[src/rtl/fib_rec_seq.sv]
// fib_rec_seq
// ---------------------------------------------------------------------------
// Sequential Fibonacci recogniser. A start request captures an unsigned
// operand, then the sequence F(0)=0, F(1)=1, F(k)=F(k-1)+F(k-2) is walked one
// term per clock. The search stops at the first term that equals the operand
// (reporting its index) or exceeds it (reporting "not Fibonacci").
//
// Parameters
//   WIDTH  operand width in bits (4..16)
//   IDX_W  width of fib_index; 5 bits covers every WIDTH up to 16
//
// Ports
//   clk        rising-edge system clock
//   reset_n    asynchronous active-low reset
//   start      search request, only looked at while idle
//   number     operand, captured on the edge that accepts start
//   abort      synchronous cancel, only effective while searching
//   busy       high while the search is running
//   done       one-cycle pulse marking a fresh result
//   is_fib     1 when the last completed operand is a Fibonacci number
//   fib_index  lowest k with F(k)=operand, 0 when is_fib=0
// ---------------------------------------------------------------------------
module fib_rec_seq #(
  parameter int WIDTH = 8,
  parameter int IDX_W = 5
) (
  input  logic             clk,
  input  logic             reset_n,
  input  logic             start,
  input  logic [WIDTH-1:0] number,
  input  logic             abort,
  output logic             busy,
  output logic             done,
  output logic             is_fib,
  output logic [IDX_W-1:0] fib_index
);

  // Controller states.
  localparam logic [1:0] ST_IDLE   = 2'd0;
  localparam logic [1:0] ST_SEARCH = 2'd1;
  localparam logic [1:0] ST_DONE   = 2'd2;

  // Terms carry two guard bits: while searching a < 2^WIDTH and b <= 2a+1,
  // so the next sum stays below 2^(WIDTH+2) and never wraps.
  localparam int TW = WIDTH + 2;

  logic [1:0]       state_q, state_d;
  logic [WIDTH-1:0] num_q, num_d;
  logic [TW-1:0]    a_q, a_d;
  logic [TW-1:0]    b_q, b_d;
  logic [IDX_W-1:0] k_q, k_d;
  logic             busy_q, busy_d;
  logic             done_q, done_d;
  logic             is_fib_q, is_fib_d;
  logic [IDX_W-1:0] idx_q, idx_d;

  logic [TW-1:0]    num_ext;
  logic             hit;
  logic             over;

  // Operand zero-extended to the term width for the two comparisons.
  assign num_ext = {2'b00, num_q};
  assign hit     = (a_q == num_ext);
  assign over    = (a_q > num_ext);

  // Next-state and datapath decisions. In SEARCH the checks are ordered
  // abort, match, exceed, advance. busy/done are computed one cycle ahead so
  // that they come straight out of flops and line up with the state.
  always_comb begin
    state_d  = state_q;
    num_d    = num_q;
    a_d      = a_q;
    b_d      = b_q;
    k_d      = k_q;
    is_fib_d = is_fib_q;
    idx_d    = idx_q;
    busy_d   = 1'b0;
    done_d   = 1'b0;

    case (state_q)
      ST_IDLE: begin
        if (start) begin
          num_d   = number;
          a_d     = '0;
          b_d     = {{(TW-1){1'b0}}, 1'b1};
          k_d     = '0;
          state_d = ST_SEARCH;
          busy_d  = 1'b1;
        end
      end

      ST_SEARCH: begin
        if (abort) begin
          state_d = ST_IDLE;
        end else if (hit) begin
          // The first hit wins, so operand 1 reports index 1, not 2.
          is_fib_d = 1'b1;
          idx_d    = k_q;
          state_d  = ST_DONE;
          done_d   = 1'b1;
        end else if (over) begin
          is_fib_d = 1'b0;
          idx_d    = '0;
          state_d  = ST_DONE;
          done_d   = 1'b1;
        end else begin
          a_d    = b_q;
          b_d    = a_q + b_q;
          busy_d = 1'b1;
          if (k_q != {IDX_W{1'b1}}) begin
            k_d = k_q + 1'b1;
          end
        end
      end

      ST_DONE: begin
        state_d = ST_IDLE;
      end

      default: begin
        state_d = ST_IDLE;
      end
    endcase
  end

  // All state lives here; reset clears everything immediately, which also
  // kills any search in flight without a done pulse.
  always_ff @(posedge clk or negedge reset_n) begin
    if (!reset_n) begin
      state_q  <= ST_IDLE;
      num_q    <= '0;
      a_q      <= '0;
      b_q      <= '0;
      k_q      <= '0;
      busy_q   <= 1'b0;
      done_q   <= 1'b0;
      is_fib_q <= 1'b0;
      idx_q    <= '0;
    end else begin
      state_q  <= state_d;
      num_q    <= num_d;
      a_q      <= a_d;
      b_q      <= b_d;
      k_q      <= k_d;
      busy_q   <= busy_d;
      done_q   <= done_d;
      is_fib_q <= is_fib_d;
      idx_q    <= idx_d;
    end
  end

  assign busy      = busy_q;
  assign done      = done_q;
  assign is_fib    = is_fib_q;
  assign fib_index = idx_q;

endmodule

[config.mk]
export PLATFORM = sky130hd
export DESIGN_NAME = fib_rec_seq
export DESIGN_NICKNAME = d
export VERILOG_FILES = /design/src/rtl/fib_rec_seq.sv
export SDC_FILE = /design/constraint.sdc
export NUM_CORES = 1
export LEC_CHECK = 0
export CAP_MARGIN = 5
export CORE_UTILIZATION = 40
export DETAILED_ROUTE_END_ITERATION = 10
export HOLD_SLACK_MARGIN = 0.12
export PLACE_DENSITY = 0.58
export SKIP_CTS_REPAIR_TIMING = 1
export SKIP_LAST_GASP = 1
export SLEW_MARGIN = 30
export SYNTH_ARGS = -nofsm -noshare
export SYNTH_HDL_FRONTEND = slang
export SYNTH_SLANG_ARGS = --single-unit
[constraint.sdc]
create_clock -name clk -period 1.9 [get_ports clk]
set_input_delay 0.57 -clock clk [delete_from_list [all_inputs] [get_ports clk]]
set_output_delay 0.57 -clock clk [all_outputs]
set_load 0.03 [all_outputs]
==> qor.csv <==
metric,value,unit
Max Root-Sink Buffers,2,
number of clock sinks,43,
via count,1846,
Post-synth top flop,dfrtp_1,
Fillers,497,
syn avg cell area,10.21,sq um
#FFs+latches synth,43,
critical path's slowest cell,dfrtp_1,
mapped cell area,2359,sq um
routed wire length,5394,um
final setup fails,30,
peak per-stage delay on the critical path,0.43,ns
Iteration-0 DRC Markers,76,
Min-Delay Path Class,primary input to asynchronous set/reset pin,
total grt overflow,0,
"EDFF count, synth",0,
share of layout cells above drive strength 1,31.25,%
Non-Filler Instances,376,
"number of placed instances, taps included",363,
Inserted Diodes,0,
Pleak,1.697,nW
Tcrit/Tclk final,114.6,%
Setup Skew,0.005071,ns
Final ANT Viol Nets,0,
drt wl/cell,14.35,um
Max Cap Viol,0,
syn_nets,263,
crit path capture type,register,
Multi-input gate area,1338,sq um
fmax,459.4,MHz
sequential-to-total area share from yosys stat,45.62,%
Worst setup SP type,register,
Synth cell types,45,
core area,5608,sq um
worst slew pin tran,0.4821,ns
setup ws final,-0.2768,ns
Pwr Density,1304,nW/um^2
pre-CTS setup slack,-0.2507,ns
pins over their slew limit,0,
initial antenna violation count,0,
Layout Area Growth over Synthesis,40.64,%
min Tclk post-route,2.177,ns
failing checks,setup timing,
worst skew pair latency,0.29,ns
1st-pass router iterations,4,
most frequent cells in the layout,"46 x buf_4, 42 x dfrtp_1, 21 x inv_1, 21 x nand2_1, 14 x o21ai_0",
chip height,78.79,um
top post-synthesis cells by area,"dfrtp_1 46%, ha_1 10%, mux2i_1 5.1%",
YS warnings,0,
Num CTS Buffers,5,
Min Hold Slack,0.2345,ns
Clock Tree Root,clkbuf_8,
Top Ports,20,
Crit Path Class,register to register,
die area,6207,sq um
outcome,"finished, violations left",
final hold viol count,0,
leading area contributor after synthesis,dfrtp_1,
Die X,78.79,um
WP data required,2.08,ns
largest net degree at the start of global routing,44,
Post-Syn Instances,231,
Initial Util,42.06,%
crit path cell chain,"ha_4, nand2b_4, a21oi_2, o21ai_2, o31a_1, buf_4, buf_8, o211a_1, a211o_1",
clock-pin slew on the worst setup and hold paths,0.08,ns
crit path max fanout,5,
GPL Wtd Cong,0.8341,
Site Rows,27,
IO Port Bufs,19,
vias in the first global route,1773,
CTS tree,built,
Yosys top cell area share,45.62,%
register area,1077,sq um
crit-path leading delay family,compound AO/OA/AOI/OAI gates,
"commonest non-fill, non-tap cell in the layout",buf_4,
fin nets,335,
H-tree levels,2,
Peak supply drop,0.0007092,V
async set-or-reset flop fraction in the synthesized netlist,100.0,%
routed vias/inst,4.910,
first-pass GRT wire length,8680,um
placed wire-length estimate,3788,um
Slew HR,67.74,%
CP Buf/Inv Count,2,
Critical Path AT,2.35,ns
DRC violations left,0,
RSZ-0062 raised after global routing,yes,
GRT Overall Usage,18.57,%
flip-flops by register name, indices dropped and copies added (netlist names):
signal / count
k_q: 5
b_q: 10
fib_index: 5
is_fib: 1
a_q: 10
busy: 1
num_q: 8
done: 1
state_q: 2
routing by layer:
metal	wire length [um]	up-vias	global-route usage (%)
li1	-	941	-
met1	2774	878	26.52
met2	2406	19	27.83
met3	151	8	2.874
met4	63	0	7.778
met5	0	-	0
worst register-to-register path, cell delays in order (launching register included):
cell and delay (ns):
dfrtp_1 0.43, ha_4 0.26, nand2b_4 0.13, a21oi_2 0.14, o21ai_2 0.07, o31a_1 0.33, buf_4 0.15, buf_8 0.13
o211a_1 0.21, a211o_1 0.22
metrics by stage:
stage          cell area (sq um)  power [mW]  util [%]  setup TNS (ns)
6_report                    3317       4.326     59.15          -5.430
5_1_grt                     3317       4.657     59.15          -8.234
4_1_cts                     3043       3.846     54.26          -6.554
3_5_place_dp                2962       3.271     52.81          -5.553
3_3_place_gp                2962       3.240     52.81          -4.709
2_1_floorplan               2359       2.473         -          -2.044
power by group:
group          total (mW)  leakage [nW]  internal [mW]  switching, mW
clock network       0.563        0.0422          0.258          0.304
logic                2.47          1.08           1.27           1.19
registers            1.29         0.570           1.16          0.138
logic make-up after synthesis:
kind of cell,after synthesis,share of synthesized area [%]
flops,43,45.62
mux,20,8.912
buf+inv,31,5.729
fa+ha+maj,20,10.93
simple gates,61,12.47
xor+xnor,6,2.228
compound gates,50,14.11
final cells by class:
cell class / count / share of cell area (%)
clock inverters: 1 / 0.1509
repair buffers: 72 / 19.31
multi-input cells: 157 / 40.32
well taps: 72 / 2.716
inverters: 24 / 2.716
clock buffers: 7 / 2.301
flip-flops and latches: 43 / 32.48
final timing paths:
kind / to / slack, ns / cells after the start / startpoint
worst max-delay path: b_q[9]$_DFFE_PN0P_ / -0.28 / 9 / num_q[0]$_DFFE_PN0P_
worst min-delay path: b_q[2]$_DFFE_PN0P_ / 0.23 / 2 / reset_n
worst max register to register: b_q[9]$_DFFE_PN0P_ / -0.28 / 9 / num_q[0]$_DFFE_PN0P_
worst min register to register: is_fib$_DFFE_PN0P_ / 0.49 / 1 / is_fib$_DFFE_PN0P_
max in group asynchronous: a_q[5]$_DFFE_PN0P_ / 1.44 / 2 / reset_n
min in group clk: is_fib$_DFFE_PN0P_ / 0.49 / 1 / is_fib$_DFFE_PN0P_
Yosys cell counts (3+ instances only):
library cell	count
mux2i_1	12
a22o_1	7
o21ai_0	17
clkbuf_1	4
ha_1	19
nand2_1	23
mux2_2	6
xnor2_1	4
nand2b_1	5
nand3_1	4
dfrtp_1	43
a21o_1	3
a31oi_1	4
a21oi_1	6
nor2_1	13
inv_1	24
(Power assumes the default switching activity.)
